===== config.mk =====
export PLATFORM = sky130hd
export DESIGN_NAME = sr_pulse_debouncer
export DESIGN_NICKNAME = d
export VERILOG_FILES = /design/src/rtl/sr_pulse_debouncer_pkg.sv /design/src/rtl/debounce_channel.sv /design/src/rtl/sr_pulse_debouncer.sv
export SDC_FILE = /design/constraint.sdc
export NUM_CORES = 1
export LEC_CHECK = 0
export ABC_CLOCK_PERIOD_IN_PS = 2600
export CAP_MARGIN = 20
export CORE_MARGIN = 3
export CORE_UTILIZATION = 37
export CTS_CLUSTER_DIAMETER = 100
export DETAILED_ROUTE_END_ITERATION = 12
export MAX_ROUTING_LAYER = met4
export PLACE_DENSITY_LB_ADDON = 0.12
export SYNTH_ARGS = -nofsm -noshare
export SYNTH_HDL_FRONTEND = slang
export SYNTH_SLANG_ARGS = --single-unit

===== constraint.sdc =====
create_clock -name clk -period 2.6 [get_ports clk]
set_input_delay 0.39 -clock clk [delete_from_list [all_inputs] [get_ports clk]]
set_output_delay 0.39 -clock clk [all_outputs]
set_load 0.02 [all_outputs]

===== src/rtl/sr_pulse_debouncer_pkg.sv =====
// Shared constants for the S/R push-button debouncer.
// Hardware defaults assume a 100 MHz clock; the SIM_* values keep benches short.
package sr_pulse_debouncer_pkg;

    localparam int DEBOUNCE_CYCLES_DEFAULT = 1_000_000;
    localparam int CNT_W_DEFAULT           = 20;

    localparam int SIM_DEBOUNCE_CYCLES = 4;
    localparam int SIM_CNT_W           = 3;

    // The counter must be able to reach DEBOUNCE_CYCLES-1 without wrapping.
    function automatic bit cnt_w_ok(input int cycles, input int w);
        return (64'(1) << w) >= 64'(cycles);
    endfunction

endpackage


===== src/rtl/debounce_channel.sv =====
// One button channel: 2-flop synchronizer, stability counter,
// debounced level and its one-cycle-delayed copy for rise detection.
import sr_pulse_debouncer_pkg::*;

module debounce_channel #(
    parameter int DEBOUNCE_CYCLES = DEBOUNCE_CYCLES_DEFAULT,
    parameter int CNT_W           = CNT_W_DEFAULT
) (
    input  logic clk,
    input  logic reset,
    input  logic btn_raw,
    output logic level,
    output logic rise
);

    if (DEBOUNCE_CYCLES < 2 || !cnt_w_ok(DEBOUNCE_CYCLES, CNT_W)) begin : g_bad
        $error("debounce_channel: illegal DEBOUNCE_CYCLES/CNT_W");
    end

    localparam logic [CNT_W-1:0] CNT_LAST = CNT_W'(DEBOUNCE_CYCLES - 1);

    logic             s1;
    logic             s2;
    logic             level_d;
    logic [CNT_W-1:0] cnt;
    logic             mismatch;

    assign mismatch = s2 ^ level;
    assign rise     = level & ~level_d;

    // Bring the asynchronous button into the clk domain.
    always_ff @(posedge clk or posedge reset) begin
        if (reset) begin
            s1 <= 1'b0;
            s2 <= 1'b0;
        end else begin
            s1 <= btn_raw;
            s2 <= s1;
        end
    end

    // Accept a new level only after an unbroken run of mismatching samples.
    always_ff @(posedge clk or posedge reset) begin
        if (reset) begin
            cnt     <= '0;
            level   <= 1'b0;
            level_d <= 1'b0;
        end else begin
            level_d <= level;
            if (!mismatch) begin
                cnt <= '0;
            end else if (cnt == CNT_LAST) begin
                cnt   <= '0;
                level <= ~level;
            end else begin
                cnt <= cnt + 1'b1;
            end
        end
    end

endmodule


===== src/rtl/sr_pulse_debouncer.sv =====
// Two debounced buttons turned into mutually exclusive one-cycle S/R pulses.
// Reset wins any tie, and a set press while reset is held is discarded.
import sr_pulse_debouncer_pkg::*;

module sr_pulse_debouncer #(
    parameter int DEBOUNCE_CYCLES = DEBOUNCE_CYCLES_DEFAULT,
    parameter int CNT_W           = CNT_W_DEFAULT
) (
    input  logic clk,
    input  logic reset,
    input  logic btn_set,
    input  logic btn_reset,
    output logic S,
    output logic R,
    output logic set_level,
    output logic reset_level
);

    logic rise_set;
    logic rise_reset;

    debounce_channel #(
        .DEBOUNCE_CYCLES (DEBOUNCE_CYCLES),
        .CNT_W           (CNT_W)
    ) u_set (
        .clk     (clk),
        .reset   (reset),
        .btn_raw (btn_set),
        .level   (set_level),
        .rise    (rise_set)
    );

    debounce_channel #(
        .DEBOUNCE_CYCLES (DEBOUNCE_CYCLES),
        .CNT_W           (CNT_W)
    ) u_reset (
        .clk     (clk),
        .reset   (reset),
        .btn_raw (btn_reset),
        .level   (reset_level),
        .rise    (rise_reset)
    );

    // Registered pulses; R is never masked, S yields to any reset activity.
    always_ff @(posedge clk or posedge reset) begin
        if (reset) begin
            S <= 1'b0;
            R <= 1'b0;
        end else begin
            R <= rise_reset;
            S <= rise_set & ~rise_reset & ~reset_level;
        end
    end

endmodule

==> flow_summary_export.csv <==
group,metric,value,unit
outcome,status,"finished clean",
routing,post-route-drc-count,0,
worst_setup_path,cp-end-kind,"register",
finish,fillers,589,
logic_synthesis,synthCells,229,
routing,via_per_inst,5.160,
placement,port_buffers,7,
sta,fin_crit_sh,78.45,%
logic_synthesis,synth_commonest_cells,"dfrtp_1 (50), nor2_1 (32), xnor2_1 (17)",
pwr,power_density,506.4,nW/um^2
routing,drt_iter0_markers,78,
pwr,power.leakage,1.033,nW
clocking,post_cts_resized,0,
logic_synthesis,ys.flop_type,"dfrtp_1",
die,initial_core_util,38.62,%
worst_setup_path,cp_data_arrival_time,2.27,ns
sta,period_needed,2.040,ns
grt,grt-ovfl-total,0,
worst_setup_path,cp.required,2.83,ns
logic_synthesis,ys_seq_area_share,54.08,%
worst_setup_path,endpoint,"u_set.cnt[18]",
grt,grt_pass1_wl,7383,um
routing,wire_per_inst,13.01,um
die,die_w,85.08,um
finish,final_layout_size_suffix_gt1_share,9.426,%
clocking,cts_tree,"yes",
clocking,htreeDepth,2,
clocking,clk_pin_slew_worst_paths,0.09,ns
clocking,holdBufCountCts,0,
clocking,clockBufferDepth,2,
finish,antenna_cells,0,
grt,grt.met2_usage,18.43,%
logic_synthesis,async_flop_share,100.0,%
sta,tightestPinTransition,0.6099,ns
grt,antenna_found_initial,0,
finish,multiInputGateArea,1008,um^2
logic_synthesis,syn_area_per_cell,10.10,um^2
die,die-area,7238,um^2
logic_synthesis,synth_edf_count,0,
worst_setup_path,crit_path_max_fanout,8,
grt,grt_pass1_vias,1558,
die,core,5991,um^2
grt,grt_max_degree,19,
sta,finClkSkew,0.004755,ns
sta,hold_violations,0,
routing,drt-total-wl,4151,um
grt,met1_usage,18.89,%
sta,max_freq,490.3,MHz
worst_setup_path,crit_path_start_kind,"register",
hold_path,holdPathStages,0,
grt,grt_util_all_layers,13.35,%
clocking,postCtsSetupBuffers,0,
finish,regArea,1251,um^2
die,io_pins,8,
logic_synthesis,netlist_area,2313,um^2
grt,globalRoute.busiestLayer,"met1",
worst_setup_path,r2r_cells,5,
clocking,cts.sinks,50,
logic_synthesis,syn_nets,235,
logic_synthesis,ys_ff_latch,50,
sta,slew_headroom,58.90,%
hold_path,hold_path_class,"register to register",
logic_synthesis,synth_top_area_share,54.08,%
sta,drv_slew,0,
placement,place.gp.congestion,0.7564,
finish,syn2layout_area_growth,11.63,%
clocking,cts_made_buffers,5,
routing,final_antenna_net_count,0,
job,max_cap_violations,0,
sta,timing.hold.ws,0.3543,ns
die,die_height,85.08,um
worst_setup_path,reg2reg_from,"u_set.cnt[0]",
finish,final_nets,249,
sta,setup_viol,0,
sta,setup_tns,0,ns
logic_synthesis,synthTopCellsByArea,"dfrtp_1 (54%), xnor2_1 (6.4%), nor2_1 (5.2%)",
worst_setup_path,rr_endpoint,"u_set.cnt[18]",
die,rows,28,
clocking,clk_latency,0.30,ns
clocking,cts-root-buf,"clkbuf_8",
pwr,ir_drop,0.3518,mV
worst_setup_path,rrSetupSlack,0.56,ns
logic_synthesis,ys_warn_count,0,
logic_synthesis,synth.distinct_cells,34,
worst_setup_path,cp-startpoint,"u_set.cnt[0]",
placement,hpwl,2928,um
logic_synthesis,yosys.area.top_type,"dfrtp_1",
grt,met3_usage,3.204,%
sta,rsz0062_at_grt,"no",
routing,via_count,1646,
worst_setup_path,crit_type,"register to register",
logic_synthesis,synth_most_common_cell,"dfrtp_1",
routing,drt-pass1-iter-count,4,
[layout by cell type (no fill, tap or decap), types with 3 or more instances in the layout]
cell type,instances
a21oi_1,12
and3_1,5
buf_4,5
clkbuf_8,6
clkdlybuf4s50_1,7
dfrtp_1,50
inv_1,7
nand2_1,16
nand3_1,10
nand4_1,11
nor2_1,32
nor3_1,4
nor4_1,9
o21ai_0,8
or3_1,4
or3_2,3
or4_1,5
xnor2_1,17
xor2_1,9
[per-layer routing]
layer / wire (um) / vias up
met2: 1727 / 19
met3: 117 / 5
met5: 0 / -
met4: 80 / 0
li1: - / 828
met1: 2225 / 794
[report_power, final]
part / total [mW] / leakage [nW] / switching, mW / internal (mW)
registers: 0.796 / 0.684 / 0.00830 / 0.787
clock network: 0.461 / 0.0482 / 0.246 / 0.215
logic: 0.0505 / 0.300 / 0.0329 / 0.0176
total: 1.31 / 1.03 / 0.288 / 1.02
[cell families after synthesis]
kind of cell / after synthesis / share of synthesized area, %
AND/OR/NAND/NOR: 111 / 25.37
adder cells (fa/ha/maj): 2 / 1.081
AO/OA/AOI/OAI: 25 / 6.328
flip-flops: 50 / 54.08
buffers and inverters: 13 / 2.326
multiplexers: 2 / 0.9734
XOR/XNOR: 26 / 9.843
[how the worst min path moves through the flow]
stage,from,end,slack (ns)
after floorplan,u_reset.s1,u_reset.s2,0.33
after global placement,u_set.s1,u_set.s2,0.33
after detailed placement,u_set.s1,u_set.s2,0.34
after CTS,u_set.s1,u_set.s2,0.36
after global routing,u_set.s1,u_set.s2,0.36
final,u_set.s1,u_set.s2,0.35
[stage by stage]
step / area, um^2 / total power [mW] / worst slack, ns / utilization, % / cells
2_1_floorplan: 2313 / 0.8421 / 0.6626 / - / 229
3_3_place_gp: 2491 / 0.8637 / 0.5963 / 41.58 / 311
3_5_place_dp: 2491 / 0.8639 / 0.5552 / 41.58 / 311
4_1_cts: 2582 / 1.340 / 0.5388 / 43.11 / 319
5_1_grt: 2582 / 1.381 / 0.4184 / 43.11 / 319
6_report: 2582 / 1.308 / 0.5604 / 43.11 / 319
[critical path, cell delays in order (launching register included)]
cell and delay (ns):
dfrtp_1 0.39, ha_1 0.20, nand2_1 0.10, or4_1 0.64, or4_1 0.50, a21oi_1 0.14
[state kept, by name, summed over array words and instances (netlist names)]
register         flops
u_reset.s1           1
u_set.s2             1
R                    1
u_reset.level_d      1
u_reset.level        1
S                    1
u_reset.cnt         20
u_reset.s2           1
u_set.level_d        1
u_set.s1             1
u_set.level          1
u_set.cnt           20
[layout make-up]
cell class / count / area share (%)
sequential: 50 / 48.45
tap: 75 / 3.634
clock inverter: 1 / 0.1938
clock buffer: 7 / 3.343
multi-input combinational: 166 / 39.05
inverter: 8 / 1.163
timing repair buffer: 12 / 4.167
Note: power is estimated with default switching activity, not from simulation.
